===== src/rtl/pll_lock_sequencer_pkg.sv =====
// pll_lock_sequencer_pkg: state encoding, debug widths and counter sizing shared by the PLL lock sequencer
package pll_lock_sequencer_pkg;
  typedef enum logic [2:0] {
    ST_RST_HOLD  = 3'd0,
    ST_WAIT_LOCK = 3'd1,
    ST_STABLE    = 3'd2,
    ST_RUN       = 3'd3,
    ST_FAULT     = 3'd4
  } state_e;
  localparam int LOST_W = 8;
  function automatic int cnt_w(input int terminal);
    return terminal < 2 ? 1 : $clog2(terminal);
  endfunction
endpackage


===== src/rtl/pll_lock_sequencer_if.sv =====
// pll_lock_sequencer_if: PLL control/status and debug bundle between the sequencer and the PLL/board side
interface pll_lock_sequencer_if #(parameter int RW = 2);
  import pll_lock_sequencer_pkg::*;
  logic PLL_LOCK, RESTART, PLL_RESETB, PLL_BYPASS, READY, FAULT;
  logic [RW-1:0] RETRY_COUNT;
  logic [LOST_W-1:0] LOST_COUNT;
  logic [2:0] STATE;
  modport master (
    input PLL_LOCK, RESTART,
    output PLL_RESETB, PLL_BYPASS, READY, FAULT, RETRY_COUNT, LOST_COUNT, STATE
  );
  modport slave (
    output PLL_LOCK, RESTART,
    input PLL_RESETB, PLL_BYPASS, READY, FAULT, RETRY_COUNT, LOST_COUNT, STATE
  );
endinterface


===== src/rtl/pll_lock_sync.sv =====
// pll_lock_sync: two-flop synchroniser for an asynchronous status input
module pll_lock_sync (
  input  logic clk,
  input  logic rst_n,
  input  logic async_i,
  output logic sync_o
);
  logic meta_q, sync_q;
  always_ff @(posedge clk or negedge rst_n)
    if (!rst_n) {sync_q, meta_q} <= '0;
    else {sync_q, meta_q} <= {meta_q, async_i};
  assign sync_o = sync_q;
endmodule


===== src/rtl/pll_lock_sequencer.sv =====
// pll_lock_sequencer: sequences SB_PLL40_CORE reset release, waits for and qualifies LOCK,
// retries on timeout, latches FAULT when retries run out and re-locks after lock loss.
module pll_lock_sequencer
  import pll_lock_sequencer_pkg::*;
#(
  parameter int RESET_CYCLES    = 16,
  parameter int LOCK_TIMEOUT    = 4096,
  parameter int LOCK_STABLE     = 64,
  parameter int MAX_RETRIES     = 3,
  parameter bit BYPASS_ON_FAULT = 1'b1
) (
  input logic REFERENCECLK,
  input logic RESET,
  pll_lock_sequencer_if.master bus
);
  localparam int HW = cnt_w(RESET_CYCLES);
  localparam int TW = cnt_w(LOCK_TIMEOUT);
  localparam int SW = cnt_w(LOCK_STABLE);
  localparam int RW = $clog2(MAX_RETRIES + 1);
  state_e state_q, state_d, retry_st;
  logic [HW-1:0] hold_q, hold_d;
  logic [TW-1:0] to_q, to_d;
  logic [SW-1:0] stab_q, stab_d;
  logic [RW-1:0] retry_q, retry_d;
  logic [LOST_W-1:0] lost_q, lost_d;
  logic resetb_q, resetb_d, bypass_q, bypass_d, ready_q, ready_d, fault_q, fault_d;
  logic lock_s, timeout, give_up, tmo_hit, att_q, att_d;
  pll_lock_sync u_sync (
    .clk    (REFERENCECLK),
    .rst_n  (RESET),
    .async_i(bus.PLL_LOCK),
    .sync_o (lock_s)
  );
  always_comb begin
    timeout  = to_q == TW'(LOCK_TIMEOUT - 1);
    give_up  = retry_q == RW'(MAX_RETRIES - 1);
    retry_st = give_up ? ST_FAULT : ST_RST_HOLD;
    state_d  = state_q;
    case (state_q)
      ST_RST_HOLD:  state_d = hold_q == HW'(RESET_CYCLES - 1) ? ST_WAIT_LOCK : ST_RST_HOLD;
      ST_WAIT_LOCK: state_d = lock_s ? ST_STABLE : timeout ? retry_st : ST_WAIT_LOCK;
      ST_STABLE:    state_d = timeout ? retry_st : !lock_s ? ST_WAIT_LOCK :
                              stab_q == SW'(LOCK_STABLE - 1) ? ST_RUN : ST_STABLE;
      ST_RUN:       state_d = lock_s ? ST_RUN : ST_RST_HOLD;
      ST_FAULT:     state_d = ST_FAULT;
      default:      state_d = ST_RST_HOLD;
    endcase
    if (bus.RESTART) state_d = ST_RST_HOLD;
    tmo_hit = !bus.RESTART && timeout &&
              (state_q == ST_STABLE || (state_q == ST_WAIT_LOCK && !lock_s));
    // to_cnt spans the whole attempt (WAIT_LOCK and STABLE) and saturates at its terminal value
    att_q    = state_q inside {ST_WAIT_LOCK, ST_STABLE};
    att_d    = state_d inside {ST_WAIT_LOCK, ST_STABLE};
    hold_d   = (state_q == ST_RST_HOLD && state_d == ST_RST_HOLD && !bus.RESTART) ? hold_q + 1'b1 : '0;
    to_d     = (att_q && att_d) ? (timeout ? to_q : to_q + 1'b1) : '0;
    stab_d   = (state_q == ST_STABLE && state_d == ST_STABLE) ? stab_q + 1'b1 : '0;
    retry_d  = (bus.RESTART || state_d == ST_RUN) ? '0 : (tmo_hit && !give_up) ? retry_q + 1'b1 : retry_q;
    lost_d   = (state_q == ST_RUN && !lock_s && !bus.RESTART && lost_q != '1) ? lost_q + 1'b1 : lost_q;
    resetb_d = state_d inside {ST_WAIT_LOCK, ST_STABLE, ST_RUN};
    // READY rises one cycle into RUN but drops on the very edge that leaves it
    ready_d  = state_q == ST_RUN && state_d == ST_RUN;
    fault_d  = state_d == ST_FAULT;
    bypass_d = fault_d & BYPASS_ON_FAULT;
  end
  always_ff @(posedge REFERENCECLK or negedge RESET)
    if (!RESET) begin
      state_q  <= ST_RST_HOLD;
      hold_q   <= '0;
      to_q     <= '0;
      stab_q   <= '0;
      retry_q  <= '0;
      lost_q   <= '0;
      resetb_q <= 1'b0;
      bypass_q <= 1'b0;
      ready_q  <= 1'b0;
      fault_q  <= 1'b0;
    end else begin
      state_q  <= state_d;
      hold_q   <= hold_d;
      to_q     <= to_d;
      stab_q   <= stab_d;
      retry_q  <= retry_d;
      lost_q   <= lost_d;
      resetb_q <= resetb_d;
      bypass_q <= bypass_d;
      ready_q  <= ready_d;
      fault_q  <= fault_d;
    end
  assign bus.PLL_RESETB  = resetb_q;
  assign bus.PLL_BYPASS  = bypass_q;
  assign bus.READY       = ready_q;
  assign bus.FAULT       = fault_q;
  assign bus.RETRY_COUNT = retry_q;
  assign bus.LOST_COUNT  = lost_q;
  assign bus.STATE       = state_q;
endmodule


===== src/flat_wrapper.sv =====
// flat-port wrapper written by rule: the top's interface ports become plain ports
module pll_lock_sequencer_flat import pll_lock_sequencer_pkg::*;
#(
  parameter int RESET_CYCLES    = 16,
  parameter int LOCK_TIMEOUT    = 4096,
  parameter int LOCK_STABLE     = 64,
  parameter int MAX_RETRIES     = 3,
  parameter bit BYPASS_ON_FAULT = 1'b1
)
  (REFERENCECLK, RESET, bus_PLL_LOCK, bus_RESTART, bus_PLL_RESETB, bus_PLL_BYPASS, bus_READY, bus_FAULT, bus_RETRY_COUNT, bus_LOST_COUNT, bus_STATE);
  pll_lock_sequencer_if bus_i ();
  input logic REFERENCECLK;
  input logic RESET;
  input wire logic [$bits(bus_i.PLL_LOCK)-1:0] bus_PLL_LOCK;
  input wire logic [$bits(bus_i.RESTART)-1:0] bus_RESTART;
  output wire logic [$bits(bus_i.PLL_RESETB)-1:0] bus_PLL_RESETB;
  output wire logic [$bits(bus_i.PLL_BYPASS)-1:0] bus_PLL_BYPASS;
  output wire logic [$bits(bus_i.READY)-1:0] bus_READY;
  output wire logic [$bits(bus_i.FAULT)-1:0] bus_FAULT;
  output wire logic [$bits(bus_i.RETRY_COUNT)-1:0] bus_RETRY_COUNT;
  output wire logic [$bits(bus_i.LOST_COUNT)-1:0] bus_LOST_COUNT;
  output wire logic [$bits(bus_i.STATE)-1:0] bus_STATE;
  assign bus_i.PLL_LOCK = bus_PLL_LOCK;
  assign bus_i.RESTART = bus_RESTART;
  assign bus_PLL_RESETB = bus_i.PLL_RESETB;
  assign bus_PLL_BYPASS = bus_i.PLL_BYPASS;
  assign bus_READY = bus_i.READY;
  assign bus_FAULT = bus_i.FAULT;
  assign bus_RETRY_COUNT = bus_i.RETRY_COUNT;
  assign bus_LOST_COUNT = bus_i.LOST_COUNT;
  assign bus_STATE = bus_i.STATE;
  pll_lock_sequencer #(.RESET_CYCLES(RESET_CYCLES), .LOCK_TIMEOUT(LOCK_TIMEOUT), .LOCK_STABLE(LOCK_STABLE), .MAX_RETRIES(MAX_RETRIES), .BYPASS_ON_FAULT(BYPASS_ON_FAULT)) u_core (.REFERENCECLK(REFERENCECLK), .RESET(RESET), .bus(bus_i));
endmodule

===== config.mk =====
export PLATFORM = sky130hd
export DESIGN_NAME = pll_lock_sequencer_flat
export DESIGN_NICKNAME = d
export VERILOG_FILES = /design/src/rtl/pll_lock_sequencer_pkg.sv /design/src/rtl/pll_lock_sequencer_if.sv /design/src/rtl/pll_lock_sync.sv /design/src/rtl/pll_lock_sequencer.sv /design/src/flat_wrapper.sv
export SDC_FILE = /design/constraint.sdc
export NUM_CORES = 1
export LEC_CHECK = 0
export BUFFER_PORTS_ARGS = -buffer_cell sky130_fd_sc_hd__buf_2
export CAP_MARGIN = 20
export CELL_PAD_IN_SITES_DETAIL_PLACEMENT = 1
export CELL_PAD_IN_SITES_GLOBAL_PLACEMENT = 1
export CORE_MARGIN = 5
export CORE_UTILIZATION = 45
export DETAILED_ROUTE_END_ITERATION = 6
export PLACE_DENSITY_LB_ADDON = 0.1
export SLEW_MARGIN = 0
export SYNTH_ARGS = -nofsm -noshare
export SYNTH_HDL_FRONTEND = slang
export SYNTH_HIERARCHICAL = 1
export SYNTH_SLANG_ARGS = --single-unit

===== constraint.sdc =====
create_clock -name REFERENCECLK -period 2.85 [get_ports REFERENCECLK]
set_input_delay 0.855 -clock REFERENCECLK [delete_from_list [all_inputs] [get_ports REFERENCECLK]]
set_output_delay 0.855 -clock REFERENCECLK [all_outputs]
set_load 0.1 [all_outputs]

==> results of run 1 <==
[synthesized netlist by cell type]
library cell,count,area share
buf_6,1,0.0057
or4_1,3,0.011
clkbuf_1,2,0.0038
nand3_1,14,0.035
a22oi_1,1,0.0038
a221o_1,1,0.0051
inv_1,6,0.011
nand2b_1,2,0.0063
mux2i_1,2,0.010
nor4_1,1,0.0032
or3_4,1,0.0057
nand4bb_1,1,0.0057
nand4_1,4,0.013
nand2_1,16,0.030
buf_2,2,0.0051
or3b_4,1,0.0057
and2_1,1,0.0032
nand3b_1,2,0.0076
xnor2_1,17,0.075
nor3_1,4,0.010
o31ai_1,1,0.0038
and4bb_2,1,0.0063
nor2b_1,2,0.0063
and4_1,3,0.013
a211oi_1,2,0.0076
ha_1,5,0.032
o22a_1,1,0.0044
dfrtp_1,40,0.51
or2_2,1,0.0032
nor2_1,28,0.053
nor3b_2,1,0.0063
a21oi_1,7,0.018
o221ai_1,1,0.0044
or3_1,3,0.0095
o21ai_0,1,0.0025
xor2_1,6,0.027
and3_1,4,0.013
a311oi_1,1,0.0044
mux2_2,1,0.0057
buf_4,2,0.0076
a41oi_1,1,0.0044
a2111o_1,1,0.0057
[metrics by stage]
step	cell area [um^2]	hold slack, ps	total power, mW	setup WS, ps
after floorplan	1980	331	0.600	215
after global placement	2140	333	0.613	344
after detailed placement	2140	336	0.616	288
after CTS	2270	355	1.16	590
after global routing	2270	373	1.19	414
final	2270	351	1.14	579
[flip-flops by register name, summed over array words and instances, names as in the netlist]
name,cells
u_core/bus.RETRY_COUNT,2
u_core/bus.PLL_RESETB,1
u_core/u_sync/meta_q,1
u_core/u_sync/sync_o,1
u_core/bus.LOST_COUNT,8
u_core/hold_q,4
u_core/bus.STATE,3
u_core/bus.FAULT,1
u_core/bus.READY,1
u_core/to_q,12
u_core/stab_q,6
[cells by family (layout without fill, tap and decap cells)]
logic type / after synthesis / in the layout / share of synthesized area
and+or+nand+nor: 93 / 93 / 0.248
DFF: 40 / 40 / 0.506
xor gates and xnor gates: 23 / 23 / 0.102
AOI/OAI and AO/OA: 18 / 18 / 0.0638
buffers and inverters: 13 / 38 / 0.0335
adders and majority gates: 5 / 5 / 0.0316
muxes: 3 / 3 / 0.0158
[area by class of cell]
type / instances / area share
sequential: 40 / 0.442
clock inverter: 2 / 0.0265
clock buffer: 5 / 0.0304
tap: 52 / 0.0287
timing repair buffer: 25 / 0.0607
inverter: 6 / 0.00993
multi-input combinational: 142 / 0.402
[worst max-delay path, delay by kind of cell]
| kind | cells | cell delay [ps] |
|---|---|---|
| simple gates | 3 | 800 |
| buf+inv | 2 | 380 |
| compound gates | 2 | 400 |
[power breakdown]
group / total (mW) / leakage [nW] / internal, mW / switching, mW
Clock: 0.538 / 0.0642 / 0.345 / 0.193
Combinational: 0.0276 / 0.428 / 0.00795 / 0.0196
Sequential: 0.576 / 0.552 / 0.572 / 0.00390
Total: 1.14 / 1.04 / 0.925 / 0.217
[path summary, 6_finish.rpt]
path,endpoint,slack [ps],cells past startpoint
setup / recovery,u_core/to_q[5],580,7
hold / removal,u_core/u_sync/sync_o,350,0
setup reg to reg,u_core/to_q[6],600,7
hold reg to reg,u_core/u_sync/sync_o,350,0
max in group asynchronous,u_core/to_q[9],1610,1
min in group asynchronous,u_core/to_q[5],690,1
[routing by layer]
layer / GRT usage / part of all wire
met5: 0 / 0
met4: 0.0647 / 0.016
met2: 0.274 / 0.49
met1: 0.196 / 0.44
met3: 0.0426 / 0.052
==> results.yml, run 1 <==
run_status:
  status: "completed"
min_path:
  holdCritStartpoint: "u_core/u_sync/meta_q"
  min_path_type: "reg -> reg"
clock_network:
  cts_hold_buf: 0
  cts_tree: "done"
  cts_max_path_buffers: 2
  cts_num_sinks: 40
  worstSkewPairLatency_ps: 290
  cts_made_buffers: 5
  cts_setup_buffers: 0
  clock-root-buffer: "clkbuf_8"
  clk_pin_slew_ps: 80
  htree_levels: 2
  post_cts_resize_count: 0
detailed_routing:
  num_vias: 1552
  wl_per_cell_um: 16.8
  ant_nets: 0
  first_pass_iters: 4
  drt-initial-drc-count: 105
  vias_per_cell: 5.71
  drc_errors: 0
  drt-total-wl_um: 4570
critical_path:
  cp-startpoint: "bus_RESTART"
  cp_data_required_time_ps: 3030
  arrival_ps: 2450
  startpoint_type: "input port"
  cp-end-kind: "flip-flop"
  cp_max_fo: 11
  cp_cell_sequence: "buf_2, or4_1, o22a_1, and3_1, o221ai_1, buf_4, nor2_1"
  crit_slowest_cell: "or4_1"
  path_class: "in -> reg"
  reg2reg_from: "u_core/to_q[0]"
  crit_path_max_incr_delay_ps: 560
cells_and_area:
  mostFrequentLayoutCells: "dfrtp_1 (40), nor2_1 (28), buf_2 (20)"
  fin_util: 0.524
  instances_no_fill: 272
  fillers: 509
  regArea_um2: 1000
  fin_nets: 229
  n_antenna_cell: 0
  drive_gt1_frac: 0.173
  area_growth_pct: 14.5
  multi_input_area_um2: 912
  layout_commonest_cell: "dfrtp_1"
die:
  die_w_um: 76.3
  dieArea_um2: 5820
  core_um2: 4320
  fp-row-count: 24
  chipHeight_um: 76.3
  start_util: 0.458
  io-pin-count: 21
global_route:
  grt_pass1_vias: 1652
  grt_max_degree: 41
  grtUsageTotal: 0.162
  grt_overflow_total: 0
  grt_pass1_wl_um: 7700
  antenna_found_initial: 0
timing:
  final-max-slew-violation-count: 0
  rsz0062_at_grt: "false"
  setup_tns_ps: 0
  setup_viol: 0
  max_clock_freq_mhz: 440
  clock_skew_ps: 4.65
  final.min_clock_period_ps: 2270
  slew_headroom: 0.407
  fin_crit_sh: 0.797
  worst_slew_pin_slew_ps: 889
  final_hold_viol_count: 0
synthesis:
  ys_types: 42
  ys.warnings.count: 6
  syn_area_per_cell_um2: 10.2
  synth_nets: 204
  synthCells: 195
  ys_seq_elements: 40
  yosysSeqAreaShare: 0.506
  synth_area_um2: 1980
placed_design:
  numPortBuffers: 20
  place_inst: 265
  place_congestion: 0.838
  hpwl_um: 3330
power:
  vdd_drop_max_mv: 0.295
  pwr_density_cell_nw_per_um2: 504
  cellLeakagePower_nw: 1.04
flow_run:
  cap_violations: 0
No activity file was read; power rests on OpenSTA's default activity.
==> run 2: changes to the inputs <==
--- a/config.mk
+++ b/config.mk
@@ -5,6 +5,7 @@
 export SDC_FILE = /design/constraint.sdc
 export NUM_CORES = 1
 export LEC_CHECK = 0
+export ABC_AREA = 1
 export BUFFER_PORTS_ARGS = -buffer_cell sky130_fd_sc_hd__buf_2
 export CAP_MARGIN = 20
 export CELL_PAD_IN_SITES_DETAIL_PLACEMENT = 1
==> constraint.sdc (replaced) <==
create_clock -name REFERENCECLK -period 2.1 [get_ports REFERENCECLK]
set_input_delay 0.63 -clock REFERENCECLK [delete_from_list [all_inputs] [get_ports REFERENCECLK]]
set_output_delay 0.63 -clock REFERENCECLK [all_outputs]
set_load 0.1 [all_outputs]
==> run 2 against run 1 <==
Net effect:
- clock power up 22%
- global-route usage down 1.2 points
- largest cell class unchanged
- critical path type is now reg -> reg
- flip-flop and latch count unchanged
- sequential power up 36%
- highest routed layer unchanged
==> results.yml, run 2 <==
run_status:
  status: "completed"
die:
  die_w_um: 78.3
  io-pin-count: 21
  start_util: 0.472
  dieArea_um2: 6130
  chipHeight_um: 78.3
  fp-row-count: 24
  core_um2: 4440
synthesis:
  syn_area_per_cell_um2: 9.58
  async_flop_share: 1.00
  ys_seq_elements: 40
  synth_nets: 228
  ys_types: 32
  yosysSeqAreaShare: 0.477
  synthCells: 219
  synth.area.top_cells: "dfrtp_1 (48%), nand2_1 (7.0%), xor2_1 (6.3%)"
  synth_top_cell_by_area: "dfrtp_1"
  ys.flop_type: "dfrtp_1"
  ys.warnings.count: 6
  synth_edf_count: 0
  yosysMostFrequentCell: "dfrtp_1"
  synth_area_um2: 2100
  synth_common_cells: "dfrtp_1 (40), nand2_1 (39), nor2_1 (24)"
  synth_top_area_share: 0.477
critical_path:
  worst-r2r-setup-slack_ps: 170
  arrival_ps: 2110
  startpoint_type: "flip-flop"
  cp-end-kind: "flip-flop"
  cp_data_required_time_ps: 2280
  path_class: "reg -> reg"
  cp_max_fo: 8
cells_and_area:
  layout_commonest_cell: "nand2_1"
  n_antenna_cell: 0
  stdcell_area_um2: 2410
  largest_register_ffs: 12
  drive_gt1_frac: 0.263
  fin_nets: 259
  top_register: "u_core/to_q"
  mostFrequentLayoutCells: "nand2_1 (39), dfrtp_1 (37), nor2_1 (24)"
  area_growth_pct: 15.0
  fin_util: 0.543
clock_network:
  cts_max_path_buffers: 2
  htree_levels: 2
  cts_made_buffers: 5
  cts_num_sinks: 40
  cts_tree: "done"
  worstSkewPairLatency_ps: 300
  clk_pin_slew_ps: 80
  clock-root-buffer: "clkbuf_8"
  post_cts_resize_count: 0
detailed_routing:
  first_pass_iters: 4
  drt-initial-drc-count: 44
  num_vias: 1477
  vias_per_cell: 4.87
  wl_per_cell_um: 13.7
  ant_nets: 0
  drt-total-wl_um: 4140
  drc_errors: 0
placed_design:
  numPortBuffers: 20
  hpwl_um: 3100
  place_congestion: 0.822
  pre_cts_slack_ps: 21.8
  dpl_cell_area_um2: 2260
global_route:
  grt_pass1_wl_um: 7290
  antenna_found_initial: 0
  grt_overflow_total: 0
  grtUsageTotal: 0.150
  grt_max_degree: 17
  grt_pass1_vias: 1587
timing:
  max_clock_freq_mhz: 518
  setup_viol: 0
  setup_tns_ps: 0
  clock_skew_ps: 11.0
  final_hold_viol_count: 0
  setup_slack_ps: 171
  fin_crit_sh: 0.919
  rsz0062_at_grt: "false"
  worst_slew_pin_slew_ps: 490
  final-max-slew-violation-count: 0
  slew_headroom: 0.675
  final.min_clock_period_ps: 1930
min_path:
  min_path_type: "in -> async"
power:
  vdd_drop_max_mv: 0.396
  p_total_mw: 1.48
  pwr_density_cell_nw_per_um2: 613
  cellLeakagePower_nw: 1.17
flow_run:
  cap_violations: 0
run 2: cell count changes in the layout (fill, tap and decap cells not counted), moves of 4 or more:
cell     delta
xor2_1      +9
inv_1      +17
nor2_4     +10
xnor2_1    -12
nor2_1      -4
inv_2       +4
and3_1      -4
nand2_1    +23
run 2: final cells by class:
| type | count | area (um^2) |
|---|---|---|
| Inverter | 27 | 101 |
| Tap cell | 52 | 65.1 |
| Fill cell | 519 | 2030 |
| Clock inverter | 3 | 46.3 |
| Timing Repair Buffer | 26 | 158 |
| Clock buffer | 5 | 68.8 |
| Sequential cell | 40 | 1000 |
| Multi-Input combinational cell | 150 | 967 |
run 2: critical path, cell delays in order (launching register included):
cell     delay, ps
dfrtp_1        390
ha_1           190
nand2_1         90
nor2_1         210
nand3_4        160
nand2_2        110
nand3_4        150
nand2_4        120
nand2_4         60
nand3_4        110
buf_4          180
nor2_4          30
run 2: power by group:
part	internal (mW)	leakage, nW	switching (mW)
Sequential	0.776	0.527	0.00507
Clock	0.358	0.0548	0.298
Combinational	0.0130	0.586	0.0271
Total	1.15	1.17	0.330
run 2: per-stage QoR:
| stage | std cells | hold WS [ps] |
|---|---|---|
| finish | 303 | 227 |
| global route | 303 | 251 |
| CTS | 300 | 237 |
| detailed placement | 292 | 336 |
| global placement | 292 | 336 |
| floorplan | 219 | 331 |
run 2: cells by family (layout without fill, tap and decap cells):
group                    after synthesis  count (layout)  share of synthesized area
AO/OA/AOI/OAI                         14              14                     0.0442
adder cells (fa/ha/maj)                5               5                     0.0298
buffers and inverters                 29              61                     0.0615
AND/OR/NAND/NOR                      111             111                      0.304
XOR/XNOR                              20              20                     0.0835
flip-flops                            40              40                      0.477
run 2: per-layer routing:
| metal | vias up | track usage | share of wire |
|---|---|---|---|
| met5 | - | 0 | 0 |
| met4 | 0 | 0.0524 | 0.015 |
| met3 | 8 | 0.0366 | 0.029 |
| met2 | 16 | 0.260 | 0.50 |
| met1 | 707 | 0.182 | 0.46 |
| li1 | 746 | - | - |
run 2: path summary, 6_finish.rpt:
path / to / start / cells past startpoint
min in group REFERENCECLK: u_core/u_sync/sync_o / u_core/u_sync/meta_q / 0
max reg2reg: u_core/to_q[9] / u_core/to_q[1] / 11
min reg2reg: u_core/u_sync/sync_o / u_core/u_sync/meta_q / 0
max: u_core/to_q[9] / u_core/to_q[1] / 11
min: u_core/stab_q[3] / RESET / 1
max in group asynchronous: u_core/bus.LOST_COUNT[4] / RESET / 2
run 2: timing repair:
| item | 4_1_cts | 5_1_grt |
|---|---|---|
| buffers inserted | 0 | 3 |
| hold buffers | 0 | 0 |
| endpoints found under the setup margin | 0 | 11 |
